==> src/rtl/sap1_pkg.sv <==
// Shared SAP-1 constants: opcodes, one-hot T-states and control-word bit positions.
package sap1_pkg;

    localparam int unsigned OpWidth = 4;
    localparam int unsigned TWidth  = 6;
    localparam int unsigned CwWidth = 12;

    localparam logic [OpWidth-1:0] OP_LDA = 4'h0;
    localparam logic [OpWidth-1:0] OP_ADD = 4'h1;
    localparam logic [OpWidth-1:0] OP_SUB = 4'h2;
    localparam logic [OpWidth-1:0] OP_OUT = 4'hE;
    localparam logic [OpWidth-1:0] OP_HLT = 4'hF;

    localparam logic [TWidth-1:0] T1 = 6'b000001;
    localparam logic [TWidth-1:0] T2 = 6'b000010;
    localparam logic [TWidth-1:0] T3 = 6'b000100;
    localparam logic [TWidth-1:0] T4 = 6'b001000;
    localparam logic [TWidth-1:0] T5 = 6'b010000;
    localparam logic [TWidth-1:0] T6 = 6'b100000;

    // Bit positions within the control word, also used by the datapath top.
    localparam int unsigned CW_CP  = 0;
    localparam int unsigned CW_EP  = 1;
    localparam int unsigned CW_LM  = 2;
    localparam int unsigned CW_ER  = 3;
    localparam int unsigned CW_EI  = 4;
    localparam int unsigned CW_LA  = 5;
    localparam int unsigned CW_EA  = 6;
    localparam int unsigned CW_SU  = 7;
    localparam int unsigned CW_EU  = 8;
    localparam int unsigned CW_LB  = 9;
    localparam int unsigned CW_LO  = 10;
    localparam int unsigned CW_HLT = 11;

endpackage

==> src/rtl/ctrl_decode.sv <==
// Combinational microcode: maps the current T-state and opcode to the control word.
module ctrl_decode
    import sap1_pkg::*;
#(
    parameter int unsigned OpcodeWidth = 4
) (
    input  logic [TWidth-1:0]      tstate,
    input  logic [OpcodeWidth-1:0] opcode,
    output logic [CwWidth-1:0]     cw_c
);

    always_comb begin
        cw_c = '0;
        unique case (tstate)
            T1: begin
                cw_c[CW_EP] = 1'b1;
                cw_c[CW_LM] = 1'b1;
            end
            T2: cw_c[CW_CP] = 1'b1;
            T3: cw_c[CW_ER] = 1'b1;
            T4: begin
                if (opcode == OpcodeWidth'(OP_LDA) || opcode == OpcodeWidth'(OP_ADD) ||
                    opcode == OpcodeWidth'(OP_SUB)) begin
                    cw_c[CW_EI] = 1'b1;
                    cw_c[CW_LM] = 1'b1;
                end else if (opcode == OpcodeWidth'(OP_OUT)) begin
                    cw_c[CW_EA] = 1'b1;
                    cw_c[CW_LO] = 1'b1;
                end else if (opcode == OpcodeWidth'(OP_HLT)) begin
                    cw_c[CW_HLT] = 1'b1;
                end
            end
            T5: begin
                if (opcode == OpcodeWidth'(OP_LDA)) begin
                    cw_c[CW_ER] = 1'b1;
                    cw_c[CW_LA] = 1'b1;
                end else if (opcode == OpcodeWidth'(OP_ADD) || opcode == OpcodeWidth'(OP_SUB)) begin
                    cw_c[CW_ER] = 1'b1;
                    cw_c[CW_LB] = 1'b1;
                end
            end
            T6: begin
                if (opcode == OpcodeWidth'(OP_ADD) || opcode == OpcodeWidth'(OP_SUB)) begin
                    cw_c[CW_EU] = 1'b1;
                    cw_c[CW_LA] = 1'b1;
                    cw_c[CW_SU] = (opcode == OpcodeWidth'(OP_SUB));
                end
            end
            default: cw_c = '0;
        endcase
    end

endmodule

==> src/rtl/sap1_controller.sv <==
// SAP-1 instruction register and six-state ring-counter sequencer with HLT hold.
module sap1_controller
    import sap1_pkg::*;
#(
    parameter int unsigned WordWidth    = 8,
    parameter int unsigned OpcodeWidth  = 4,
    parameter int unsigned AddressWidth = 4
) (
    input  logic                    i_clk,
    input  logic                    i_rst_n,
    input  logic [WordWidth-1:0]    i_bus,
    output logic [AddressWidth-1:0] o_operand,
    output logic                    o_cp,
    output logic                    o_ep,
    output logic                    o_lm,
    output logic                    o_er,
    output logic                    o_ei,
    output logic                    o_la,
    output logic                    o_ea,
    output logic                    o_su,
    output logic                    o_eu,
    output logic                    o_lb,
    output logic                    o_lo,
    output logic                    o_hlt,
    output logic [TWidth-1:0]       o_tstate
);

    if (OpcodeWidth + AddressWidth != WordWidth) begin : g_width_check
        $error("OpcodeWidth + AddressWidth must equal WordWidth");
    end

    logic [TWidth-1:0]      state;
    logic [TWidth-1:0]      state_nxt;
    logic [WordWidth-1:0]   ir;
    logic [OpcodeWidth-1:0] opcode;
    logic [CwWidth-1:0]     cw_c;
    logic [CwWidth-1:0]     cw_gated_c;
    logic                   halt_hold_c;

    assign opcode      = ir[WordWidth-1:AddressWidth];
    assign halt_hold_c = (state == T4) && (opcode == OpcodeWidth'(OP_HLT));

    always_ff @(posedge i_clk or negedge i_rst_n) begin
        if (!i_rst_n) begin
            state <= T1;
        end else begin
            state <= state_nxt;
        end
    end

    // Rotate the ring counter every cycle except while parked on HLT.
    always_comb begin
        state_nxt = state;
        if (!halt_hold_c) begin
            state_nxt = {state[TWidth-2:0], state[TWidth-1]};
        end
    end

    always_ff @(posedge i_clk or negedge i_rst_n) begin
        if (!i_rst_n) begin
            ir <= '0;
        end else if (state == T3) begin
            ir <= i_bus;
        end
    end

    ctrl_decode #(
        .OpcodeWidth(OpcodeWidth)
    ) u_ctrl_decode (
        .tstate(state),
        .opcode(opcode),
        .cw_c  (cw_c)
    );

    // Controls are held quiet for the whole time reset is asserted.
    assign cw_gated_c = i_rst_n ? cw_c : '0;

    assign o_cp      = cw_gated_c[CW_CP];
    assign o_ep      = cw_gated_c[CW_EP];
    assign o_lm      = cw_gated_c[CW_LM];
    assign o_er      = cw_gated_c[CW_ER];
    assign o_ei      = cw_gated_c[CW_EI];
    assign o_la      = cw_gated_c[CW_LA];
    assign o_ea      = cw_gated_c[CW_EA];
    assign o_su      = cw_gated_c[CW_SU];
    assign o_eu      = cw_gated_c[CW_EU];
    assign o_lb      = cw_gated_c[CW_LB];
    assign o_lo      = cw_gated_c[CW_LO];
    assign o_hlt     = cw_gated_c[CW_HLT];
    assign o_operand = ir[AddressWidth-1:0];
    assign o_tstate  = state;

endmodule

==> config.mk <==
export PLATFORM = sky130hd
export DESIGN_NAME = sap1_controller
export DESIGN_NICKNAME = d
export VERILOG_FILES = /design/src/rtl/sap1_pkg.sv /design/src/rtl/ctrl_decode.sv /design/src/rtl/sap1_controller.sv
export SDC_FILE = /design/constraint.sdc
export NUM_CORES = 1
export LEC_CHECK = 0
export ABC_AREA = 0
export CELL_PAD_IN_SITES_DETAIL_PLACEMENT = 1
export CELL_PAD_IN_SITES_GLOBAL_PLACEMENT = 2
export CORE_ASPECT_RATIO = 0.6
export CORE_MARGIN = 1.5
export CORE_UTILIZATION = 26
export CTS_CLUSTER_SIZE = 14
export DETAILED_ROUTE_END_ITERATION = 8
export PLACE_DENSITY = 0.82
export RECOVER_POWER = 25
export SYNTH_ARGS = -nofsm -noshare
export SYNTH_HDL_FRONTEND = slang
export SYNTH_SLANG_ARGS = --single-unit
==> constraint.sdc <==
create_clock -name i_clk -period 2.6 [get_ports i_clk]
set_input_delay 0.39 -clock i_clk [delete_from_list [all_inputs] [get_ports i_clk]]
set_output_delay 0.39 -clock i_clk [all_outputs]
set_load 0.05 [all_outputs]
; Word-level counts from Yosys, hierarchy flattened
; Index checks and enable logic that the tools add are counted.
[word_totals]
input_bits = 10
output_inout_bits = 22
wordCells = 39
register_bits = 14
[classes]
n_eq_ne = 10
mux = 22
n_reduce_logical = 5
[ops]
columns = operator, count
row1 = $mux W1, 14
row2 = $mux W12, 1
row3 = $eq A4 B4 Y1 const B, 2
row4 = $mux W2, 4
row5 = $eq A6 B1 Y1 const B, 1
row6 = $eq A6 B2 Y1 const B, 1
row7 = $eq A6 B3 Y1 const B, 1
row8 = $eq A6 B4 Y1 const B, 1
row9 = $eq A6 B5 Y1 const B, 1
row10 = $eq A6 B6 Y1 const B, 1
row11 = $pmux W1 S2, 3
row12 = $eq A4 B1 Y1 const B, 1
row13 = $eq A4 B2 Y1 const B, 1
row14 = $logic_not A4 Y1, 1
row15 = $logic_or A1 B1 Y1, 3
row16 = $logic_and A1 B1 Y1, 1

; Depth between registers and ports, before layout
; Gate-level depths: netlist (run 1).
[logic_depth]
ltp_word = 6
depth_mapped = 4
mapped_depth_nobuf = 3

; By module
; A second synthesis (run 1) with hierarchy kept.
[hier_totals]
cells_unflattened = 82
area_unflattened_um2 = 904.6
[modules_own_cells]
columns = module, cells_each, seq_area_each_um2, area_per_inst_um2, n_inst
row1 = sap1_controller, 49, 351.6, 675.6, 1
row2 = ctrl_decode, 33, 0.0, 229.0, 1

; Worst setup path before layout (run 1)
; No wires, ideal clock.
[synth_timing]
path_type = register -> output
start = register state[2], in the netlist o_tstate[2]
end = output o_lb
stages_incl_launch_ff = 4
arrival_ps = 2255
required_ps = 2210
path_slack_ps = -45
path_buffers = 0
cell_sequence = dfrtp_1 nor4_1 nand2_1 nor3b_1
[synth_between]
elab_chain_cells = 3
[synth_rtl]
columns = element, line_no
row1 = from (decl), sap1_controller.sv:32  ; logic [TWidth-1:0] state;
row2 = from (signal assigned), sap1_controller.sv:47  ; state <= state_nxt;
row3 = $eq A6 B5 Y1, ctrl_decode.sv:14  ; unique case (tstate)
row4 = $mux W1, ctrl_decode.sv:14
row5 = $mux W12, sap1_controller.sv:76  ; assign cw_gated_c = i_rst_n ? cw_c : '0;
row6 = to (decl), sap1_controller.sv:22  ; output logic o_lb,
; Every way passes these cells.

; Final worst setup path (run 1)
[layout_timing]
start = input i_rst_n
end = output o_eu
[layout_between]
elab_chain_cells = 1
[layout_rtl]
columns = element, line_no
row1 = from (decl), sap1_controller.sv:10  ; input logic i_rst_n,
row2 = $mux W12, sap1_controller.sv:76
row3 = to (decl), sap1_controller.sv:21  ; output logic o_eu,
; Every way passes these cells.

==> metrics, run 1 <==
n_diodes 0; CTS tree yes; post-placement cell count 120; die area 0.00318 mm²; post-CTS resize count 0; Worst setup endpoint o_eu; fin crit share 0.895; share of layout cells above drive strength 1 0.337; Net Sw Frac 0.230; Met2 Wirelength 789 µm; Reg2Reg Capture Point ir[1]; Crit Reg-Reg Startpoint o_tstate[5]; Worst-Skew Late Latency ~0.25 ns; via count a little under 600; power per cell area 385 mW/mm²; postcts setup bufs 0; Reg power frac 0.495; Leak ~0.49 nW; largest net degree at the start of global routing 18; top post-synthesis cells by area dfrtp_1 44%, mux2_2 12%, buf_4 5.1%, dfstp_2 3.6%, nor3b_1 3.1%; fill count 277; 1st-iter DRT viols 9; Post-synth top cells 13 x dfrtp_1, 8 x mux2_2, 5 x buf_4, 5 x nor2_1, 4 x nand2_1; HP Class reg -> reg; worst path required time roughly 2.2 ns; H-tree Lvls 1; internal power between 0.3 and 0.4 mW; Initial Utilization 0.285; clock-pin slew on the worst setup and hold paths 0.05 ns; synthesized instance count between 60 and 70; Synth Cell Area between 700 and 800 µm²; clock power share 0.395; top-area cell type share of the netlist area 0.441; grt total ovfl 0; min Tclk post-route about 2.3 ns; CTS Root Buffer Type clkbuf_8; Post-synth ARST share 1.00; critical path type in -> out; total wire length 1800 µm; VDD IR max roughly 200 µV; number of enable flip-flop cells after synthesis 0; DRC errors left 1; Comb power frac 0.110; CP startpoint i_rst_n; Fin. Hold Viols 0; Worst Tran Pin Value approximately 0.50 ns; f_max about 430 MHz; max incr delay on CP around 0.56 ns; Site Rows 14; Placer Congestion approximately 0.75; vias in the first global route approximately 600; Synth cell types 26; Critical Path Source Type input pin; Crit Path Max Fanout 5; maximum clock path buffer count 2; Final TNS setup 0 ns; setup violators final 0; clk_skew a little under 0.003 ns; status finished with violations; Core Area ~0.0026 mm²; Max-cap violations 0; R2R cell count 3; Avg WL per Cell around 14 µm; Main synth FF type dfrtp_1; Die H roughly 44 µm; length of routed met3 wiring 119 µm; flops & latches, synth 14; vias per cell around 4.7; Worst path slowest cell dlygate4sd3_1; final net count a little over 100; RSZ-0062 raised after global routing no; Finished Layout Cells around 120; DRT Pass-1 Iters 5; Ports 32; CP Capture Type output port; uppermost layer routed met4; Sink Count 14; TritonCTS buffer count 3; r2r setup slk 1.00 ns; failing checks design-rule violations; Final Max Tran Viols 0; HPWL Detailed around 1400 µm; GRT Util Overall 0.131; most frequent cell after synthesis dfrtp_1; yosys warns 0; post-route ant nets 0; synth-to-layout area growth 63.6%; Net Switching ~0.11 mW; worst hold slack between 0.5 and 0.6 ns; sequential area share after synthesis 0.476; Yosys top cell by area dfrtp_1; Die W 71.8 µm; DRT met1 WL ~860 µm; hold_buf cts 0; syn_nets 75; crit path cell chain dlygate4sd3_1 -> nor3b_1 -> nand2_1 -> nor3_1 -> buf_12; first-pass GRT wire length 3060 µm; Slew headroom 0.663; port bufs 31; CP arrival 1.94 ns; initial antenna violation count 0; Avg Cell Area, Syn between 10 and 15 µm²
-- placed cells by master (no fill, tap or decap), types with 2 or more instances in the layout --
master | Yosys | layout
nor2b_1 | 2 | 2
nand2b_1 | 2 | 2
nor3b_1 | 3 | 2
dfrtp_1 | 13 | 13
buf_12 | 0 | 12
clkbuf_8 | 0 | 3
nor3_1 | 2 | 2
nor2_1 | 5 | 5
and4_2 | 2 | 2
mux2_2 | 8 | 8
nand2_1 | 4 | 4
nor4_1 | 2 | 2
clkdlybuf4s50_1 | 0 | 18
-- metal layers --
layer  up-vias  track usage
li1        276            -
met1       284        0.190
met2        19        0.176
met3         3       0.0524
met4         0       0.0453
met5         -            0
-- worst max-delay path, delay by kind of cell --
| kind | cells | cell delay [ns] |
|---|---|---|
| simple gates | 3 | 0.80 |
| buf+inv | 2 | 0.75 |
-- flip-flops by register name, indices dropped and copies added (netlist names) --
name,flops
o_tstate,6
ir,8
-- through the flow --
stage	power [mW]	cell area [µm²]	setup WS, ns	utilization
floorplan	0.261	743	0.00676	-
global placement	0.285	1160	0.403	0.448
detailed placement	0.287	1160	0.365	0.448
CTS	0.473	1210	0.293	0.466
global route	0.490	1210	0.152	0.466
finish	0.465	1210	0.273	0.466
-- layout make-up --
cell class	count	area [µm²]	area share
Tap cell	32	40.0	0.0332
Sequential cell	14	352	0.291
Clock buffer	4	45.0	0.0373
Multi-Input combinational cell	41	329	0.273
Timing Repair Buffer	32	438	0.363
Inverter	1	3.75	0.00311
-- cell families (layout without fill, tap and decap cells) --
family,Yosys count,count (layout),share of synthesized area
AOI/OAI and AO/OA,3,3,0.0305
xor gates and xnor gates,1,1,0.0119
buffers and inverters,10,37,0.0847
DFF,14,14,0.476
muxes,8,8,0.122
and+or+nand+nor,29,29,0.275
-- power groups by stage --
stage / logic [mW] / clock network [mW] / registers [mW]
final: 0.0514 / 0.184 / 0.230
after detailed placement: 0.0524 / 0 / 0.234
after global routing: 0.0554 / 0.203 / 0.232
after global placement: 0.0511 / 0 / 0.234
after floorplan: 0.0289 / 0 / 0.232
after CTS: 0.0526 / 0.190 / 0.230
-- worst min path at each step --
stage / start / endpoint / slack (ns) / cells after the start
final: o_tstate[5] / o_tstate[0] / 0.51 / 0
after detailed placement: o_tstate[0] / o_tstate[1] / 0.45 / 0
after global placement: o_tstate[0] / o_tstate[1] / 0.45 / 0
after floorplan: i_rst_n / ir[0] / 0.09 / 0
after CTS: o_tstate[0] / o_tstate[1] / 0.46 / 0
after global routing: o_tstate[5] / o_tstate[0] / 0.52 / 0
Note: power is estimated with default switching activity, not from simulation.
==> inputs of run 2 (changes only) <==
--- a/config.mk
+++ b/config.mk
@@ -10,11 +10,13 @@
 export CELL_PAD_IN_SITES_GLOBAL_PLACEMENT = 2
 export CORE_ASPECT_RATIO = 0.6
 export CORE_MARGIN = 1.5
-export CORE_UTILIZATION = 26
+export CORE_UTILIZATION = 29
 export CTS_CLUSTER_SIZE = 14
 export DETAILED_ROUTE_END_ITERATION = 8
-export PLACE_DENSITY = 0.82
+export PLACE_DENSITY = 0.84
 export RECOVER_POWER = 25
+export SLEW_MARGIN = 10
 export SYNTH_ARGS = -nofsm -noshare
 export SYNTH_HDL_FRONTEND = slang
+export SYNTH_HIERARCHICAL = 1
 export SYNTH_SLANG_ARGS = --single-unit
==> metrics, run 2 <==
Synth Area in Adders 0; first-pass GRT wire length slightly below 4000 µm; min Tclk post-route approximately 2.5 ns; Initial Utilization 0.309; HPWL Detailed around 1800 µm; Area after DPL 0.00137 mm²; GRT Util Overall 0.163; top post-synthesis cells by area dfrtp_1 36%, mux2_4 13%, and2_1 8.3%, buf_4 4.1%, a2111oi_4 3.0%; HP Class reg -> reg; f_max between 300 and 400 MHz; Post-Synth XOR/XNOR Area 0; Post-synth ARST share 1.00; Synth Area in Compound Gates 0.0775; hold path endpoint o_tstate[1]; FF+latch area roughly 360 µm²; flops & latches, synth 14; TritonCTS buffer count 3; Leak between 0.6 and 0.7 nW; largest net degree at the start of global routing 15; Worst-Skew Late Latency between 0.2 and 0.3 ns; post-route ant nets 0; Finished Layout Cells 154; vias per cell between 4 and 5; share of layout cells above drive strength 1 0.393; most frequent cells in the layout 19 x clkdlybuf4s50_1, 12 x buf_12, 10 x dfrtp_1; Reg with most FFs ir; critical path type reg -> out; vias in the first global route approximately 760; Hold Path Depth 0; VDD IR max roughly 290 µV; syn_nets 92; DRT Pass-1 Iters 4; CP arrival between 2 and 2.5 ns; total wire length 2400 µm; die area 0.00347 mm²; Final Max Tran Viols 0; status complete, no violations; Avg WL per Cell 15.6 µm; Slew headroom 0.662; clock-pin slew on the worst setup and hold paths roughly 0.06 ns; Site Rows 15; post-route cell area 0.00143 mm²; initial antenna violation count 0; Synth Cell Area 905 µm²; worst hold slack 0.486 ns; Crit Reg-Reg Startpoint o_tstate[5]; multi-input logic area between 500 and 600 µm²; sequential area share after synthesis 0.389; CTS tree yes; grt total ovfl 0; fill count about 330; Synth cell types 30; max FFs per register 8; clk_skew approximately 0.005 ns; post-placement cell count 150; largest family of logic cells by synthesized area simple AND/OR/NAND/NOR gates; RSZ-0062 raised after global routing yes; Core Area 0.00293 mm²; Yosys top cell by area dfrtp_1; Worst Tran Pin Value 0.505 ns; r2r setup slk about 1 ns; postcts setup bufs 0; R2R cell count 4; Sink Count 14; hold_buf cts 0; Avg Cell Area, Syn between 10 and 15 µm²; worst path required time 2.21 ns; Ports 32; number of enable flip-flop cells after synthesis 0; yosys warns 6; most frequent cell after synthesis dfrtp_1; Post-synth top cells 13 x dfrtp_1, 12 x and2_1, 8 x mux2_4; final net count 123; Hold Startpoint o_tstate[0]; n_diodes 0; Crit Path Max Fanout 3; post-synthesis mux area share 0.133; CP Capture Type output port; Simple-Gate Fraction of Synth Area 0.328; synth-to-layout area growth 58.4%; 1st-iter DRT viols 32; setup violators final 0; synthesized instance count slightly above 80; H-tree Lvls 1; via count approximately 740; DRC errors left 0; top-area cell type share of the netlist area 0.360; fin crit share 0.975; Die W 75.1 µm; Critical Path Source Type flop; power per cell area 353 mW/mm²; Die H 46.3 µm; port bufs 31; Fin. Hold Viols 0; Placer Congestion 0.713; Reg2Reg Capture Point ir[3]; Final TNS setup 0 ns; maximum clock path buffer count 2; Main synth FF type dfrtp_1; CTS Root Buffer Type clkbuf_8; commonest non-fill, non-tap cell in the layout clkdlybuf4s50_1; Max-cap violations 0
run 2: cell count changes in the layout (fill, tap and decap cells not counted), sizes merged, moves of 3 or more:
cell and delta:
nor3 +3, and2 +12, nand2 -4, nor2 -3, a21oi +4, buf +3
run 2: cell families after synthesis:
kind of cell | after synthesis
muxes | 8
buffers and inverters | 11
AOI/OAI and AO/OA | 8
DFF | 14
and+or+nand+nor | 41
run 2: stage by stage:
stage / worst slack (ns) / utilization / total power, mW
after floorplan: 0.0185 / - / 0.267
after global placement: 0.202 / 0.468 / 0.292
after detailed placement: 0.180 / 0.468 / 0.294
after CTS: 0.0471 / 0.489 / 0.513
after global routing: -0.00563 / 0.489 / 0.532
final: 0.0639 / 0.489 / 0.506
run 2: what timing repair did:
item | CTS | global route
resized for setup | 2 | 1
pin swaps | 2 | 0
cloned | 0 | 0
setup endpoints to repair | 3 | 1
run 2: cell type report:
class	instances	area share
clock buffers	4	0.0384
inverters	1	0.00262
multi-input cells	57	0.350
flip-flops and latches	14	0.248
well taps	42	0.0367
repair buffers	36	0.324
run 2: how the worst max path moves through the flow:
stage | slack, ns | start | endpoint
detailed placement | 0.18 | o_tstate[1] | o_ei
global route | -0.006 | o_tstate[1] | o_ei
CTS | 0.05 | o_tstate[1] | o_hlt
global placement | 0.20 | o_tstate[1] | o_ei
finish | 0.06 | o_tstate[1] | o_ea
floorplan | 0.02 | o_tstate[4] | o_ei
run 2: report_power, final:
group	total (mW)	switching (mW)	internal, mW
clock network	0.215	0.0805	0.134
logic	0.0566	0.0277	0.0289
registers	0.235	0.0103	0.224
total	0.506	0.119	0.387
run 2: worst max-delay path: stages (launching register included):
cell,delay (ns)
dfrtp_2,0.40
or4_4,0.55
or3b_4,0.43
nor3_2,0.19
and2_2,0.20
buf_12,0.14
run 2: per-layer routing:
layer / GRT usage / up-vias / share of wire
met4: 0.0873 / 0 / 0.022
met3: 0.0438 / 4 / 0.035
met2: 0.244 / 19 / 0.46
met1: 0.217 / 375 / 0.48
li1: - / 341 / -
met5: 0 / - / 0
